$ cat config.mk
export PLATFORM = sky130hd
export DESIGN_NAME = mem_access_controller_flat
export DESIGN_NICKNAME = d
export VERILOG_FILES = /design/src/rtl/mem_access_if.sv /design/src/rtl/mem_access_controller.sv /design/src/flat_wrapper.sv
export SDC_FILE = /design/constraint.sdc
export NUM_CORES = 1
export LEC_CHECK = 0
export BUFFER_PORTS_ARGS = -buffer_cell sky130_fd_sc_hd__buf_2
export CAP_MARGIN = 20
export CELL_PAD_IN_SITES_DETAIL_PLACEMENT = 0
export CELL_PAD_IN_SITES_GLOBAL_PLACEMENT = 2
export CORE_ASPECT_RATIO = 2
export CORE_MARGIN = 2
export CORE_UTILIZATION = 23
export CTS_CLUSTER_DIAMETER = 80
export CTS_CLUSTER_SIZE = 25
export DETAILED_ROUTE_END_ITERATION = 7
export PLACE_DENSITY = 0.81
export SLEW_MARGIN = 20
export SYNTH_ARGS = -nofsm -noshare
export SYNTH_HDL_FRONTEND = slang
export SYNTH_SLANG_ARGS = --single-unit
$ cat constraint.sdc
create_clock -name CLK -period 1.9 [get_ports CLK]
set_input_delay 0.19 -clock CLK [delete_from_list [all_inputs] [get_ports CLK]]
set_output_delay 0.19 -clock CLK [all_outputs]
set_load 0.1 [all_outputs]
$ cat src/rtl/mem_access_if.sv
// Request/response and memory-side signal bundle for mem_access_controller.
// slave = the controller; master = requester plus the word-array memory.
interface mem_access_if #(
  parameter int BITS              = 64,
  parameter int ADDRESS_BUS_WIDTH = 6,
  parameter int LEN_WIDTH         = 4
);
  logic                         ReqValid;
  logic                         ReqReady;
  logic                         ReqWrite;
  logic [ADDRESS_BUS_WIDTH-1:0] ReqAddress;
  logic [BITS-1:0]              ReqData;
  logic [LEN_WIDTH-1:0]         ReqLen;
  logic                         RespValid;
  logic                         RespReady;
  logic [BITS-1:0]              RespData;
  logic                         WriteDone;
  logic                         WriteError;
  logic [BITS-1:0]              MemD;
  logic [ADDRESS_BUS_WIDTH-1:0] MemAddress;
  logic                         MemWE;
  logic [BITS-1:0]              MemQ;

  modport slave (
    input  ReqValid, ReqWrite, ReqAddress, ReqData, ReqLen, RespReady, MemQ,
    output ReqReady, RespValid, RespData, WriteDone, WriteError, MemD, MemAddress, MemWE
  );

  modport master (
    output ReqValid, ReqWrite, ReqAddress, ReqData, ReqLen, RespReady, MemQ,
    input  ReqReady, RespValid, RespData, WriteDone, WriteError, MemD, MemAddress, MemWE
  );
endinterface

$ cat src/rtl/mem_access_controller.sv
// Sequencer in front of a combinational-read word array: single writes, burst reads.
// Optional write readback check is enabled by defining MEM_ACCESS_VERIFY_EN.
module mem_access_controller #(
  parameter int BITS              = 64,
  parameter int ADDRESS_BUS_WIDTH = 6,
  parameter int LEN_WIDTH         = 4
) (
  input  logic          CLK,
  input  logic          Reset,
  mem_access_if.slave   bus
);

`ifdef MEM_ACCESS_VERIFY_EN
  typedef enum logic [2:0] {IDLE, WRITE, READ, RESP, VERIFY} state_t;
`else
  typedef enum logic [2:0] {IDLE, WRITE, READ, RESP} state_t;
`endif

  state_t                       state, next_state;
  logic [ADDRESS_BUS_WIDTH-1:0] addr_q;
  logic [BITS-1:0]              data_q;
  logic [LEN_WIDTH-1:0]         rem_q;
  logic [BITS-1:0]              resp_data_q;
  logic                         resp_valid_q;
  logic                         write_done_q;

  // NOTE: sequential state uses non-blocking assignments so every register
  // samples pre-edge values, independent of statement order.
  always_ff @(posedge CLK) begin
    if (Reset) state <= IDLE;
    else       state <= next_state;
  end

  // NOTE: next_state is defaulted before the case so no path leaves it
  // unassigned, which would otherwise infer a latch.
  always_comb begin
    next_state = state;
    case (state)
      IDLE:   if (bus.ReqValid) next_state = bus.ReqWrite ? WRITE : READ;
`ifdef MEM_ACCESS_VERIFY_EN
      WRITE:  next_state = VERIFY;
      VERIFY: next_state = IDLE;
`else
      WRITE:  next_state = IDLE;
`endif
      READ:   next_state = RESP;
      RESP:   if (bus.RespReady) next_state = (rem_q == '0) ? IDLE : READ;
      default: next_state = IDLE;
    endcase
  end

`ifdef MEM_ACCESS_VERIFY_EN
  logic write_error_q;

  always_ff @(posedge CLK) begin
    if (Reset) write_error_q <= 1'b0;
    else       write_error_q <= (state == VERIFY) && (bus.MemQ != data_q);
  end

  assign bus.WriteError = write_error_q;
`else
  assign bus.WriteError = 1'b0;
`endif

  // NOTE: datapath registers are reset too, so MemD/MemAddress/RespData
  // leave reset at 0 rather than holding stale or unknown words.
  always_ff @(posedge CLK) begin
    if (Reset) begin
      addr_q       <= '0;
      data_q       <= '0;
      rem_q        <= '0;
      resp_data_q  <= '0;
      resp_valid_q <= 1'b0;
      write_done_q <= 1'b0;
    end else begin
      write_done_q <= 1'b0;
      case (state)
        IDLE: begin
          if (bus.ReqValid) begin
            addr_q <= bus.ReqAddress;
            rem_q  <= bus.ReqLen;
            // MemD keeps the last write word, so reads leave data_q alone.
            if (bus.ReqWrite) data_q <= bus.ReqData;
          end
        end
`ifdef MEM_ACCESS_VERIFY_EN
        VERIFY: write_done_q <= 1'b1;
`else
        WRITE:  write_done_q <= 1'b1;
`endif
        READ: begin
          resp_data_q  <= bus.MemQ;
          resp_valid_q <= 1'b1;
        end
        RESP: begin
          if (bus.RespReady) begin
            resp_valid_q <= 1'b0;
            if (rem_q != '0) begin
              addr_q <= addr_q + 1'b1;
              rem_q  <= rem_q - 1'b1;
            end
          end
        end
        default: ;
      endcase
    end
  end

  assign bus.ReqReady   = (state == IDLE);
  assign bus.MemWE      = (state == WRITE);
  assign bus.MemAddress = addr_q;
  assign bus.MemD       = data_q;
  assign bus.RespData   = resp_data_q;
  assign bus.RespValid  = resp_valid_q;
  assign bus.WriteDone  = write_done_q;

endmodule

$ cat src/flat_wrapper.sv
// flat-port wrapper written by rule: the top's interface ports become plain ports
module mem_access_controller_flat 
#(
  parameter int BITS              = 64,
  parameter int ADDRESS_BUS_WIDTH = 6,
  parameter int LEN_WIDTH         = 4
)
  (CLK, Reset, bus_ReqValid, bus_ReqWrite, bus_ReqAddress, bus_ReqData, bus_ReqLen, bus_RespReady, bus_MemQ, bus_ReqReady, bus_RespValid, bus_RespData, bus_WriteDone, bus_WriteError, bus_MemD, bus_MemAddress, bus_MemWE);
  mem_access_if #(.BITS(BITS), .ADDRESS_BUS_WIDTH(ADDRESS_BUS_WIDTH), .LEN_WIDTH(LEN_WIDTH)) bus_i ();
  input  logic CLK;
  input  logic Reset;
  input wire logic [$bits(bus_i.ReqValid)-1:0] bus_ReqValid;
  input wire logic [$bits(bus_i.ReqWrite)-1:0] bus_ReqWrite;
  input wire logic [$bits(bus_i.ReqAddress)-1:0] bus_ReqAddress;
  input wire logic [$bits(bus_i.ReqData)-1:0] bus_ReqData;
  input wire logic [$bits(bus_i.ReqLen)-1:0] bus_ReqLen;
  input wire logic [$bits(bus_i.RespReady)-1:0] bus_RespReady;
  input wire logic [$bits(bus_i.MemQ)-1:0] bus_MemQ;
  output wire logic [$bits(bus_i.ReqReady)-1:0] bus_ReqReady;
  output wire logic [$bits(bus_i.RespValid)-1:0] bus_RespValid;
  output wire logic [$bits(bus_i.RespData)-1:0] bus_RespData;
  output wire logic [$bits(bus_i.WriteDone)-1:0] bus_WriteDone;
  output wire logic [$bits(bus_i.WriteError)-1:0] bus_WriteError;
  output wire logic [$bits(bus_i.MemD)-1:0] bus_MemD;
  output wire logic [$bits(bus_i.MemAddress)-1:0] bus_MemAddress;
  output wire logic [$bits(bus_i.MemWE)-1:0] bus_MemWE;
  assign bus_i.ReqValid = bus_ReqValid;
  assign bus_i.ReqWrite = bus_ReqWrite;
  assign bus_i.ReqAddress = bus_ReqAddress;
  assign bus_i.ReqData = bus_ReqData;
  assign bus_i.ReqLen = bus_ReqLen;
  assign bus_i.RespReady = bus_RespReady;
  assign bus_i.MemQ = bus_MemQ;
  assign bus_ReqReady = bus_i.ReqReady;
  assign bus_RespValid = bus_i.RespValid;
  assign bus_RespData = bus_i.RespData;
  assign bus_WriteDone = bus_i.WriteDone;
  assign bus_WriteError = bus_i.WriteError;
  assign bus_MemD = bus_i.MemD;
  assign bus_MemAddress = bus_i.MemAddress;
  assign bus_MemWE = bus_i.MemWE;
  mem_access_controller #(.BITS(BITS), .ADDRESS_BUS_WIDTH(ADDRESS_BUS_WIDTH), .LEN_WIDTH(LEN_WIDTH)) u_core (.CLK(CLK), .Reset(Reset), .bus(bus_i));
endmodule
Word-level counts from Yosys, hierarchy flattened
Index checks and enable logic that the tools add are counted.
{"block": "op_classes", "n_addsub": 2, "n_mul": 0, "div_mod_pow": 0, "n_lt_le_gt_ge": 0, "n_eq_ne": 6, "shift": 0, "muxes": 16, "bitwise": 0, "reduce_logical": 9}
{"operator": "6-bit 2-to-1 mux", "n": 3}
{"operator": "4-bit 2-to-1 mux", "n": 3}
{"operator": "6-bit case mux with 2 select lines", "n": 1}
{"operator": "3-bit case mux with 3 select lines", "n": 1}
{"operator": "4-bit case mux with 2 select lines", "n": 1}
{"operator": "6-bit by 1-bit adder with 6-bit output, second input constant", "n": 1}
{"operator": "3-bit by 2-bit == test with 1-bit output, second input constant", "n": 2}
{"operator": "3-bit 2-to-1 mux", "n": 2}
{"operator": "4-bit zero test", "n": 1}
{"operator": "2-bit 2-to-1 mux", "n": 2}
{"operator": "2-bit inequality test, second input constant", "n": 2}
{"operator": "2-bit AND reduction", "n": 2}
{"operator": "4-bit AND reduction", "n": 1}
{"operator": "2-bit nonzero test", "n": 2}
{"operator": "4-bit nonzero test", "n": 1}
{"operator": "4-bit by 1-bit subtractor with 4-bit output, second input constant", "n": 1}
{"operator": "3-bit by 1-bit == test with 1-bit output, second input constant", "n": 1}
{"operator": "3-bit zero test", "n": 1}
{"operator": "3-bit AND reduction", "n": 1}
{"operator": "1-bit 2-to-1 mux", "n": 2}
{"operator": "2-bit by 1-bit inequality test with 1-bit output, second input constant", "n": 1}
{"operator": "1-bit case mux with 2 select lines", "n": 1}
{"block": "word_totals", "regBits": 143, "latch_bits": 0, "mem_bits_rw": 0, "mem_bits_ro": 0, "inputBits": 143, "wordCells": 40, "memories": 0}

Logic depth before layout (Yosys ltp)
{"block": "logic_depth", "ltp_word": 4, "mapped_depth": 7, "ltp_nobuf": 6}

Worst setup path before layout
No wires, ideal clock.
{"block": "synth_path", "path_type": "flip-flop to flip-flop", "startpoint": "reg u_core.state[1]", "endpoint": "reg u_core.data_q[10] (netlist: u_core.bus.MemD[10])", "arrival_ns": 2.135, "required_time_ns": 1.768, "setup_slack_ns": -0.368, "path_stages_with_launch": 7, "n_path_buf": 2, "period_less_slack_ns": 2.268, "path_cell_list": "dfxtp_1 -> buf_2 -> nor2_2 -> nand3_1 -> clkbuf_1 -> nand2_1 -> a21oi_1"}
{"block": "synth_via", "elab_chain_cells": 2}
{"element": "from (decl)", "line": "mem_access_controller.sv:19", "source": "state_t state, next_state;"}
{"element": "from (signal assigned)", "line": "mem_access_controller.sv:31", "source": "else state <= next_state;"}
{"element": "3-bit zero test"}
{"element": "named net bus_ReqReady", "line": "flat_wrapper.sv:19", "source": "output wire logic [$bits(bus_i.ReqReady)-1:0] bus_ReqReady;"}
{"element": "3-bit AND reduction (no line)"}
{"element": "to (signal assigned)", "line": "mem_access_controller.sv:83", "source": "if (bus.ReqWrite) data_q <= bus.ReqData;"}
{"element": "to (decl)", "line": "mem_access_controller.sv:21", "source": "logic [BITS-1:0] data_q;"}
The timed path passes the listed nets, and every way through them passes these cells.
A chain may end at the register's enable or synchronous reset.

Worst setup path in the final report
{"block": "layout_path", "startpoint": "reg u_core.rem_q[0]", "endpoint": "reg u_core.addr_q[1] (netlist: u_core.bus.MemAddress[1])"}
{"block": "layout_via", "elab_chain_cells": 3}
{"element": "from (decl)", "line": "mem_access_controller.sv:22", "source": "logic [LEN_WIDTH-1:0] rem_q;"}
{"element": "from (signal assigned)", "line": "mem_access_controller.sv:81", "source": "rem_q <= bus.ReqLen;"}
{"element": "from (signal assigned)", "line": "mem_access_controller.sv:100", "source": "rem_q <= rem_q - 1'b1;"}
{"element": "4-bit nonzero test", "line": "mem_access_controller.sv:98", "source": "if (rem_q != '0) begin"}
{"element": "2-bit by 1-bit inequality test with 1-bit output (no line)"}
{"element": "4-bit AND reduction (no line)"}
{"element": "to (signal assigned)", "line": "mem_access_controller.sv:80", "source": "addr_q <= bus.ReqAddress;"}
{"element": "to (signal assigned)", "line": "mem_access_controller.sv:99", "source": "addr_q <= addr_q + 1'b1;"}
{"element": "to (decl)", "line": "mem_access_controller.sv:20", "source": "logic [ADDRESS_BUS_WIDTH-1:0] addr_q;"}
No other way between the ends.

==> qor.yml <==
synth:
  synth_area_um2: 5130
  synth_edf_count: 0
  syn_avg_cell_area_um2: 7.88
  yosysSeqAreaShare: 0.554
  yosys_most_used_dff: "dfxtp_1"
  yosys_warnings: 0
  async_reset_ff_frac: 0
  ys_ff_latch: 142
  synthDistinctLibCells: 37
  synth_cells: 652
  synth_nets: 797
route:
  drt_iter0_drc: 265
  drt_first_pass_iters: 4
  drt-wirelength-per-cell_um: 14.8
  drt-total-wl_mm: 20.0
  remaining_drc_errors: 0
  via_per_inst: 4.33
  postRouteAntennaNets: 0
  routed-via-count: 5848
place:
  placedCellCount: 1188
  dp_hpwl_mm: 14.2
  globalplace.congestion: 0.831
  place_ws_ns: -0.0254
  port_buffers: 280
  placed_cell_area_um2: 7030
clocking:
  root_buffer: "clkbuf_16"
  cts.clk_slew.worst_paths_ns: 0.06
  numCtsBuffers: 17
  worstSkewPairLatency_ns: 0.44
  htreeDepth: 4
  cts_max_path_buffers: 2
  cts.sink_count: 142
  cts_tree: "yes"
finish:
  fin_nets: 1206
  instances_no_fill: 1352
  area_delta_synth_final_pct: 76.0
  fill_cells: 2296
  fin_area_um2: 9040
  drive_gt1_frac: 0.332
sta:
  setup_viol: 0
  post-route-period-util: 0.952
  period_needed_ns: 1.81
  hold_viol: 0
  tightest_slew_ns: 0.525
  setup_slack_ns: 0.0919
  slew_viol_final: 0
  hold_ws_ns: 0.0642
  max_freq_ghz: 0.553
  relSlewSlack: 0.652
  fin_skew_ns: 0.00817
flow_run:
  max_cap_violations: 0
power_and_ir_drop:
  netSwitchingPower_mw: 3.08
  irDropWorstVdd_mv: 0.824
  p_sw_frac: 0.329
  clockPowerShare: 0.416
  p_int_mw: 6.28
  p_comb_frac: 0.239
  power.density_nw_per_um2: 1040
  seqPwrFrac: 0.345
  p_leak_nw: 4.04
worst_setup_path:
  rrSetupSlack_ns: 0.09
  crit_path_max_fanout: 6
  arrival_ns: 2.11
  rr_endpoint: "u_core.bus.MemAddress[1]"
  crit_path_end_kind: "flip-flop"
  crit_type: "flip-flop to flip-flop"
  start_kind: "flip-flop"
  reg2reg_from: "u_core.rem_q[0]"
  r2r_cells: 7
  worstPathRequired_ns: 2.20
hold_path:
  hold_path_startpoint: "bus_ReqAddress[1]"
  holdPathStages: 3
  hold-path-endpoint: "u_core.bus.MemAddress[1]"
  min_path_type: "input port to flip-flop"
floorplan:
  rows: 77
  die-area_um2: 23600
  die_y_um: 215
  ioPinCount: 282
  start_util: 0.233
  dieWidth_um: 110
  core_area_um2: 22100
grt:
  antenna_found_initial: 2
  grt_usage: 0.170
  grt_pass1_vias: 5889
  overflow: 0
  grt_start_max_net_pins: 53
  grt_first_pass_wirelength_mm: 30.1
run_status:
  status: "finished clean"
[cells in the mapped netlist, types with 2 or more instances]
| cell | count | area share |
|---|---|---|
| inv_1 | 3 | 0.0022 |
| a32o_1 | 3 | 0.0058 |
| a211oi_1 | 2 | 0.0029 |
| nor2_2 | 2 | 0.0024 |
| and2_1 | 4 | 0.0049 |
| buf_2 | 11 | 0.011 |
| dfxtp_1 | 142 | 0.55 |
| a21oi_1 | 137 | 0.13 |
| o21ai_0 | 4 | 0.0039 |
| nor2_1 | 5 | 0.0037 |
| clkbuf_1 | 25 | 0.018 |
| nand3b_1 | 3 | 0.0044 |
| nand3_1 | 5 | 0.0049 |
| o22ai_1 | 2 | 0.0024 |
| buf_1 | 9 | 0.0066 |
| nand2_1 | 269 | 0.20 |
| ha_1 | 2 | 0.0049 |
| nor2b_1 | 2 | 0.0024 |
| nor3_1 | 2 | 0.0019 |
| o21ai_1 | 3 | 0.0029 |
[logic make-up (layout without fill, tap and decap cells)]
family | after synthesis | in the layout | share of synthesized area
buffers and inverters | 50 | 471 | 0.0414
adder cells (fa/ha/maj) | 2 | 2 | 0.00487
AND/OR/NAND/NOR | 298 | 298 | 0.230
AO/OA/AOI/OAI | 158 | 159 | 0.167
flip-flops | 142 | 142 | 0.554
multiplexers | 1 | 1 | 0.00219
other | 1 | 3 | 0.000730
[stage by stage]
stage	power [mW]	TNS (ns)	util
floorplan	4.79	0	-
CTS	9.50	0	0.408
global route	9.73	-0.000403	0.410
finish	9.36	0	0.410
detailed placement	5.32	-0.0513	0.319
global placement	5.30	0	0.319
[what timing repair did]
item / CTS / global route
pin swaps: 0 / 1
endpoints found under the hold margin: 128 / 0
resized for setup: 2 / 1
cloned: 0 / 1
hold buffers: 128 / 0
buffers inserted: 0 / 1
setup endpoints to repair: 6 / 3
[critical path, cell delays in order, from the launching register on]
cell and delay (ns):
dfxtp_1 0.33, inv_1 0.08, ha_1 0.19, or3b_4 0.43, a32o_2 0.31, buf_4 0.16, nor2_1 0.11, a311oi_2 0.06
[power by group through the flow]
stage	Combinational, mW	Clock, mW	Sequential, mW
2_1_floorplan	0.439	0	4.35
4_1_cts	2.24	4.03	3.23
3_3_place_gp	2.02	0	3.29
3_5_place_dp	2.02	0	3.29
6_report	2.24	3.90	3.23
5_1_grt	2.36	4.13	3.24
[cells in the final DEF (no fill, tap or decap), drive strengths merged, types with 3 or more instances in the layout]
cell type and instances:
a211oi 3, clkbuf 19, a32o 4, nand3b 3, nor2 7, inv 5
dfxtp 142, nand3 5, and2 4, o21ai 7, dlygate4sd3 128, nand2 269
a21oi 137, bufinv 6, buf 308, clkinv 5
[layer usage]
metal  part of all wire  vias to the layer above  wire length (µm)  global-route usage
met5                  0                        -                 0                   0
li1                   -                     2950                 -                   -
met2               0.55                      190             11000               0.315
met1               0.36                     2657              7200               0.160
met4              0.051                        0              1020               0.110
met3              0.043                       51               852              0.0406
[state kept, by name, indices dropped and copies added, names as in the netlist]
register               count
u_core.bus.RespData       64
u_core.bus.WriteDone       1
u_core.bus.MemD           64
u_core.bus.MemAddress      6
u_core.bus.RespValid       1
u_core.state               2
u_core.rem_q               4
[layout make-up]
type / instances / area (µm²) / area share
inverters: 3 / 11.3 / 0.00125
repair buffers: 436 / 3010 / 0.333
clock inverters: 13 / 234 / 0.0259
diodes: 2 / 5.00 / 0.000554
well taps: 276 / 345 / 0.0382
clock buffers: 19 / 453 / 0.0501
multi-input cells: 461 / 2130 / 0.236
flip-flops and latches: 142 / 2850 / 0.315
[worst max path at each step]
stage / slack (ns) / cells after the start / to / startpoint
2_1_floorplan: 0.001 / 4 / u_core.bus.MemAddress[5] / u_core.bus.MemAddress[4]
5_1_grt: -0.0004 / 7 / u_core.bus.MemAddress[3] / u_core.rem_q[0]
4_1_cts: 0.05 / 7 / u_core.bus.MemAddress[1] / u_core.rem_q[0]
3_3_place_gp: 0.004 / 7 / u_core.bus.MemAddress[1] / u_core.rem_q[0]
6_report: 0.09 / 7 / u_core.bus.MemAddress[1] / u_core.rem_q[0]
3_5_place_dp: -0.03 / 6 / u_core.rem_q[0] / u_core.rem_q[0]
Note: power is estimated with default switching activity, not from simulation.
